--- src/rtl/ksa_mp_seq.sv ---
// Kogge-Stone adder plus a multi-precision sequencer that streams WORDS slices through it,
// least significant word first, carrying between slices through a single register.

module KSA #(
  parameter int unsigned N = 64
) (
  input  logic [N-1:0] A,
  input  logic [N-1:0] B,
  input  logic         Cin,
  output logic [N:0]   S
);
  // Position 0 holds Cin as a generate term, so prefix position i is the carry into bit i.
  localparam int unsigned M  = N + 1;
  localparam int unsigned Lv = $clog2(M);

  for (genvar l = 0; l <= Lv; l++) begin : g_lvl
    logic [M-1:0] g;
    logic [M-1:0] p;
    if (l == 0) begin : g_init
      assign g = {A & B, Cin};
      assign p = {A ^ B, 1'b0};
    end else begin : g_step
      localparam int unsigned D = 1 << (l - 1);
      for (genvar i = 0; i < M; i++) begin : g_bit
        if (i >= D) begin : g_merge
          assign g[i] = g_lvl[l-1].g[i] | (g_lvl[l-1].p[i] & g_lvl[l-1].g[i-D]);
          assign p[i] = g_lvl[l-1].p[i] & g_lvl[l-1].p[i-D];
        end else begin : g_pass
          assign g[i] = g_lvl[l-1].g[i];
          assign p[i] = g_lvl[l-1].p[i];
        end
      end
    end
  end

  assign S = {g_lvl[Lv].g[N], g_lvl[0].p[N:1] ^ g_lvl[Lv].g[N-1:0]};

  logic unused_p;
  assign unused_p = ^g_lvl[Lv].p;

endmodule

module ksa_mp_seq #(
  parameter int unsigned N     = 64,
  parameter int unsigned WORDS = 4
) (
  input  logic               clk,
  input  logic               rst,
  input  logic               in_valid,
  output logic               in_ready,
  input  logic [WORDS*N-1:0] in_a,
  input  logic [WORDS*N-1:0] in_b,
  input  logic               in_cin,
  output logic               out_valid,
  input  logic               out_ready,
  output logic [WORDS*N:0]   out_sum,
  output logic               busy
);
  localparam int unsigned W    = WORDS * N;
  localparam int unsigned IdxW = (WORDS > 1) ? $clog2(WORDS) : 1;
  localparam logic [IdxW-1:0] LastIdx = IdxW'(WORDS - 1);

  typedef enum logic [1:0] {StIdle, StRun, StDone} state_e;

  state_e          state_q;
  logic [W-1:0]    a_q;
  logic [W-1:0]    b_q;
  logic [W:0]      sum_q;
  logic [IdxW-1:0] idx_q;
  logic            carry_q;
  logic            in_ready_q;
  logic            out_valid_q;
  logic            busy_q;
  logic [N:0]      s;
  logic [W-1:0]    sum_shift;

  KSA #(.N(N)) u_ksa (
    .A   (a_q[N-1:0]),
    .B   (b_q[N-1:0]),
    .Cin (carry_q),
    .S   (s)
  );

  // Operands shift down one slice per RUN cycle so the live slice always sits at bit 0;
  // finished slices enter sum_q from the top and are in place after WORDS shifts.
  if (WORDS == 1) begin : g_one
    assign sum_shift = s[N-1:0];
  end else begin : g_many
    assign sum_shift = {s[N-1:0], sum_q[W-1:N]};
  end

  always_ff @(posedge clk) begin
    if (rst) begin
      state_q     <= StIdle;
      a_q         <= '0;
      b_q         <= '0;
      sum_q       <= '0;
      idx_q       <= '0;
      carry_q     <= 1'b0;
      in_ready_q  <= 1'b1;
      out_valid_q <= 1'b0;
      busy_q      <= 1'b0;
    end else begin
      case (state_q)
        StIdle: begin
          if (in_valid && in_ready_q) begin
            a_q        <= in_a;
            b_q        <= in_b;
            carry_q    <= in_cin;
            idx_q      <= '0;
            in_ready_q <= 1'b0;
            busy_q     <= 1'b1;
            state_q    <= StRun;
          end
        end
        StRun: begin
          a_q          <= a_q >> N;
          b_q          <= b_q >> N;
          sum_q[W-1:0] <= sum_shift;
          carry_q      <= s[N];
          if (idx_q == LastIdx) begin
            sum_q[W]    <= s[N];
            idx_q       <= '0;
            out_valid_q <= 1'b1;
            state_q     <= StDone;
          end else begin
            idx_q <= idx_q + 1'b1;
          end
        end
        StDone: begin
          if (out_ready) begin
            out_valid_q <= 1'b0;
            busy_q      <= 1'b0;
            in_ready_q  <= 1'b1;
            state_q     <= StIdle;
          end
        end
        default: begin
          out_valid_q <= 1'b0;
          busy_q      <= 1'b0;
          in_ready_q  <= 1'b1;
          state_q     <= StIdle;
        end
      endcase
    end
  end

  assign in_ready  = in_ready_q;
  assign out_valid = out_valid_q;
  assign busy      = busy_q;
  assign out_sum   = sum_q;

endmodule
--- config.mk ---
export PLATFORM = sky130hd
export DESIGN_NAME = ksa_mp_seq
export DESIGN_NICKNAME = d
export VERILOG_FILES = /design/src/rtl/ksa_mp_seq.sv
export SDC_FILE = /design/constraint.sdc
export NUM_CORES = 2
export LEC_CHECK = 0
export CAP_MARGIN = 40
export CORE_UTILIZATION = 30
export CTS_CLUSTER_SIZE = 28
export DETAILED_ROUTE_END_ITERATION = 16
export SLEW_MARGIN = 10
export SYNTH_ARGS = -nofsm -noshare
export SYNTH_HDL_FRONTEND = slang
export SYNTH_SLANG_ARGS = --single-unit
--- constraint.sdc ---
create_clock -name clk -period 4.2 [get_ports clk]
set_clock_uncertainty 0.15 [all_clocks]
set_input_delay 0.42 -clock clk [delete_from_list [all_inputs] [get_ports clk]]
set_output_delay 0.42 -clock clk [all_outputs]
set_load 0.1 [all_outputs]
# Word level (Yosys, flattened, before mapping)
# Index checks and enable logic that the tools add are counted.
# classes
n_lt_le_gt_ge,0
n_addsub,1
n_eq_ne,6
n_shift,0
n_mul,0
div,0
n_bitwise,925
reduce_logical,8
mux,21
# ops
operator,n
$pmux 256 s2,2
$and 1x1->1,592
$mux 256,2
$or 1x1->1,328
$xor 64x64->64,2
$and 64x64->64,1
$mux 2,5
$pmux 1 s3,3
$reduce_and 3->1,3
$mux 1,6
$ne 2x2->1 const B,3
$pmux 2 s3,1
$eq 2x2->1 const B,2
$pmux 2 s2,1
$reduce_and 2->1,2
$add 2x1->2 const B,1
$eq 2x1->1 const B,1
$logic_not 2->1,1
$not 1->1,2
$pmux 1 s2,1
$reduce_bool 2->1,1
$logic_and 1x1->1,1
# totals
mem_count,0
romBits,0
reg_bits,777
input_bits,517
latchBits,0
output_inout_bits,260
word_cells,971
mem_bits_rw,0

# Longest topological paths before layout
# depth
depth_word,15
depth_mapped,12
mapped_depth_nobuf,12

# By module
# A second synthesis with hierarchy kept.
# hier_totals
hier_cells,4267
area_unflattened_um2,33963.8
# modules_own_cells
module,area_each_um2,seq_area_each_um2,cells_per_inst,n_inst
ksa_mp_seq,30217.7,15554.9,3712,1
KSA,3746.1,0.0,555,1

# Worst setup path after synthesis
# OpenSTA, ideal clock, no wires.
# synth_timing
path_kind,reg-to-reg
from,register a_q[0]
to,"register sum_q[253], in the netlist out_sum[253]"
setup_slack_ps,1085
path_stages_with_launch,13
required_ps,3977
arrival_ps,2892
period_less_slack_ps,3115
cell_sequence,dfxtp_1 > inv_1 > fa_1 > nand2b_1 > a21oi_1 > o31ai_1 > a31o_2 > a211oi_4 > nor4_4 > o41ai_4 > a221oi_2 > a2111o_1 > o211ai_2
# synth_via
elab_chain_len,12
word_cells_on_any_way,13
# synth_rtl
element,line,rtl
start: declaration,66,logic [W-1:0] a_q;
start signal: assignment,107,a_q <= in_a;
start signal: assignment,117,a_q <= a_q >> N;
$xor 64x64->64,21,"assign p = {A ^ B, 1'b0};"
$and 1x1->1,26,assign g[i] = g_lvl[l-1].g[i] | (g_lvl[l-1].p[i] & g_lvl[l-1].g[i-D]);
$or 1x1->1 (*),26,
$and 1x1->1 (*),26,
$or 1x1->1 (*),26,
$and 1x1->1 (*),26,
$or 1x1->1 (*),26,
$and 1x1->1 (*),26,
$or 1x1->1 (*),26,
$and 1x1->1 (*),26,
$or 1x1->1 (*),26,
$xor 64x64->64 (*),36,"assign S = {g_lvl[Lv].g[N], g_lvl[0].p[N:1] ^ g_lvl[Lv].g[N-1:0]};"
end signal: indexed assignment,119,sum_q[W-1:0] <= sum_shift;
end signal: indexed assignment,122,sum_q[W] <= s[N];
end: declaration,68,logic [W:0] sum_q;
# Every way passes the cells marked *; elsewhere a longest branch is shown, timed or not.
# A chain may end at the register's enable or synchronous reset.

# Worst setup path after layout
# layout_timing
from,register carry_q
to,"register sum_q[253], in the netlist out_sum[253]"
# layout_via
elab_chain_len,11
# layout_rtl
element,line,rtl
start: declaration,70,logic carry_q;
start signal: assignment,109,carry_q <= in_cin;
start signal: assignment,120,carry_q <= s[N];
$and 1x1->1,26,
$or 1x1->1,26,
$and 1x1->1,26,
$or 1x1->1,26,
$and 1x1->1,26,
$or 1x1->1,26,
$and 1x1->1,26,
$or 1x1->1,26,
$and 1x1->1,26,
$or 1x1->1,26,
$xor 64x64->64,36,
# Every way passes these cells.

==> impl_metrics.ini <==
[status]
run_status = finished, final reports clean

[place]
dpl_worst_slack_ns = 0.4599
buffer_ports.inserted = 776
dp_hpwl_um = 118000
place.gp.congestion = 0.9116
placed_cells_incl_taps = 6496

[global_routing]
grt_start_max_net_pins = 161
gr_layer_usage_met1 = 0.3322
globalRouteMet3Util = 0.06049
global_route.peak_usage_layer = met2
antenna_violations_before_repair = 59
first_global_vias = 33350
overflow_after_grt = 0
grtUsageTotal = 0.2659
met2_global_route_usage = 0.4402
grt_pass1_wl_um = 222400

[drt]
detail_route.first_pass.iterations = 5
route.vias.total = 34480
drcViolationCount = 0
route.antenna.remaining_nets = 0
drt_wl_total_um = 154300
drt_first_iter_violations = 2775
vias_per_cell = 5.152
wl_per_cell_um = 23.06

[setup_path]
arrival_ns = 4.21
ff2ff_setup_slack_ns = 0.43
crit-reg2reg-launch = carry_q
path_depth_of_the_worst_reg2reg_path = 12
peak_fanout_along_the_critical_path = 5
cp_slowest_cell = o41ai_4
cp_cell_sequence = inv_1 -> fa_1 -> nand2b_1 -> a21oi_1 -> o31ai_1 -> a31o_2 -> a211oi_4 -> nor4_4 -> o41ai_4 -> a221oi_2 -> a2111o_1 -> o211ai_2
cp_num_buf_inv = 1
criticalPathCategory = reg2reg
cp-start-kind = flip-flop
cp_slowest_stage_delay_ns = 0.53
setup.worst_path.end_class = flip-flop
cp_required_ns = 4.64
endpoint_of_the_lowest_slack_register_to_register_path = out_sum[253]
critPathTopFamily = compound AO/OA/AOI/OAI gates

[cts]
clkTransAtPathRegs_ns = 0.06
cts_num_sinks = 777
cts_root_buffer = clkbuf_16
tritoncts_buffer_count = 90
cts-htree-levels = 3
clock_tree.buffer_depth = 3
tritoncts = built
cts.repair_timing.setup_buffer_count = 0
cts_hold_buf = 0
worst_skew_pair.late_latency_ns = 0.67
cts.repair.resized = 0

[yosys]
synth_compound_gate_area_share = 0.2152
async_sr_flop_fraction = 0
total_standard_cell_area_after_synthesis_mm2 = 0.03319
synth_sequential_area_ratio = 0.4687
postSynthCellCount = 4274
post_synth_simple_gate_area = 0.2328
yosys.area_share.adder = 0.02511
synthXorXnorAreaFrac = 0.01319
synth-edff-count = 0
synth_ff_type = dfxtp_1
main_combinational_cell_family_by_area_after_synthesis = simple AND/OR/NAND/NOR gates
post_synth_mux_area_share = 0.0006032
synth_warnings = 0
number_of_register_bits_inferred_by_synthesis = 777
synthesized_netlist_net_count = 4857
synth_area_per_cell_um2 = 7.766
synthDistinctLibCells = 73

[sta]
timing.setup.tns_ns = 0
max_slew_vio_count = 0
postLayoutSetupSlackWorst_ns = 0.4276
fin_crit_period_ns = 3.772
timing.fmax_ghz = 0.2651
final_setup_violation_count = 0
whs_ns = 0.05924
grt_setup_unrepaired = false
layout_worst_path_cycle_share = 0.8982
max-slew-margin-rel = 0.3118
hold_viol_final = 0
worstMarginPinSlew_ns = 1.025

[hold_path]
hold_end = out_sum[56]
worstHoldPathCells = 2
hp-class = in2reg
holdCritStartpoint = rst

[pwr]
cellInternalPower_mw = 14.66
switching_share = 0.3144
combinationalPowerShare = 0.222
power_density_mw_per_mm2 = 421.3
p_clk_frac = 0.384
sequentialPowerShare = 0.394
switching_power_mw = 6.720
static-leakage-power_nw = 19.17
ir_drop_mv = 0.2698

[die]
fp.dieH_um = 334.6
placementRows = 121
fp.dieW_um = 334.6
floorplan.initialDensity = 0.3036
floorplan.die_area_mm2 = 0.1120
floorplan.io_pins = 777
design.core.area_mm2 = 0.1093

[cells_and_area]
mostFrequentLayoutCell = nand2_1
fillers = 10370
layoutNonFillerInstCount = 6693
drive_above_1_share = 0.09838
finalNetCount = 5695
layout_common_cells = 1,364 x nand2_1, 777 x dfxtp_1, 774 x clkdlybuf4s50_1
area.growth.synth_to_final_pct = 52.87

[job]
maxCapViolations = 0
[layout make-up]
cell class	instances	area [µm²]	share of cell area
well taps	1476	1847	0.03640
repair buffers	1109	13890	0.2738
inverters	26	97.59	0.001924
flip-flops and latches	777	15550	0.3066
diodes	33	82.58	0.001628
clock inverters	35	431.7	0.008508
clock buffers	129	2631	0.05186
multi-input cells	3108	16200	0.3193
[per-stage QoR]
step / cell area (µm²) / util / total power [mW]
after floorplan: 33190 / - / 11.07
after CTS: 50650 / 0.4634 / 21.54
final: 50740 / 0.4642 / 21.38
after global placement: 42230 / 0.3863 / 12.89
after global routing: 50720 / 0.4641 / 22.22
after detailed placement: 47590 / 0.4354 / 13.32
[synth_stat cells (11+ instances only)]
cell,n,share of area
nand2_1,1364,0.15
dfxtp_1,777,0.47
nor2_1,516,0.058
a311oi_1,387,0.10
a21oi_1,347,0.052
clkbuf_1,343,0.039
a22oi_1,89,0.020
o21ai_0,69,0.010
ha_1,65,0.025
a21o_1,31,0.0070
inv_1,26,0.0029
xnor2_1,26,0.0069
xor2_1,24,0.0063
nand3_1,22,0.0033
nand4_1,14,0.0026
o21bai_1,13,0.0029
nand2b_1,12,0.0023
a31oi_1,11,0.0021
[power groups by stage]
stage	sequential [mW]	clock (mW)	combinational, mW
after floorplan	8.93	0	2.15
after detailed placement	8.59	0	4.73
final	8.43	8.21	4.74
after CTS	8.43	8.37	4.74
after global placement	8.57	0	4.32
after global routing	8.49	8.65	5.08
[logic make-up after synthesis]
logic type                 after synthesis
and+or+nand+nor                       1981
AOI/OAI and AO/OA                     1009
DFF                                    777
buffers and inverters                  389
adders and majority gates               66
xor gates and xnor gates                50
muxes                                    2
[routing by layer]
layer  up-vias  part of all wire
met2      1083              0.47
li1      16470                 -
met4        42             0.036
met3       300             0.064
met1     16590              0.42
met5         -            0.0020
[registers in the layout (all words and copies together) (netlist names)]
name       count
a_q          256
b_q          256
carry_q        1
out_sum      257
idx_q          2
out_valid      1
in_ready       1
state_q        2
busy           1
[worst max-delay path by stage]
stage                     startpoint      endpoint  cells past startpoint
after floorplan               a_q[0]  out_sum[253]                     12
final                        carry_q  out_sum[253]                     12
after global placement       carry_q  out_sum[253]                     12
after detailed placement     carry_q  out_sum[253]                     12
after global routing         carry_q  out_sum[253]                     12
after CTS                    carry_q  out_sum[253]                     12
Power figures use the tool's default switching activity.
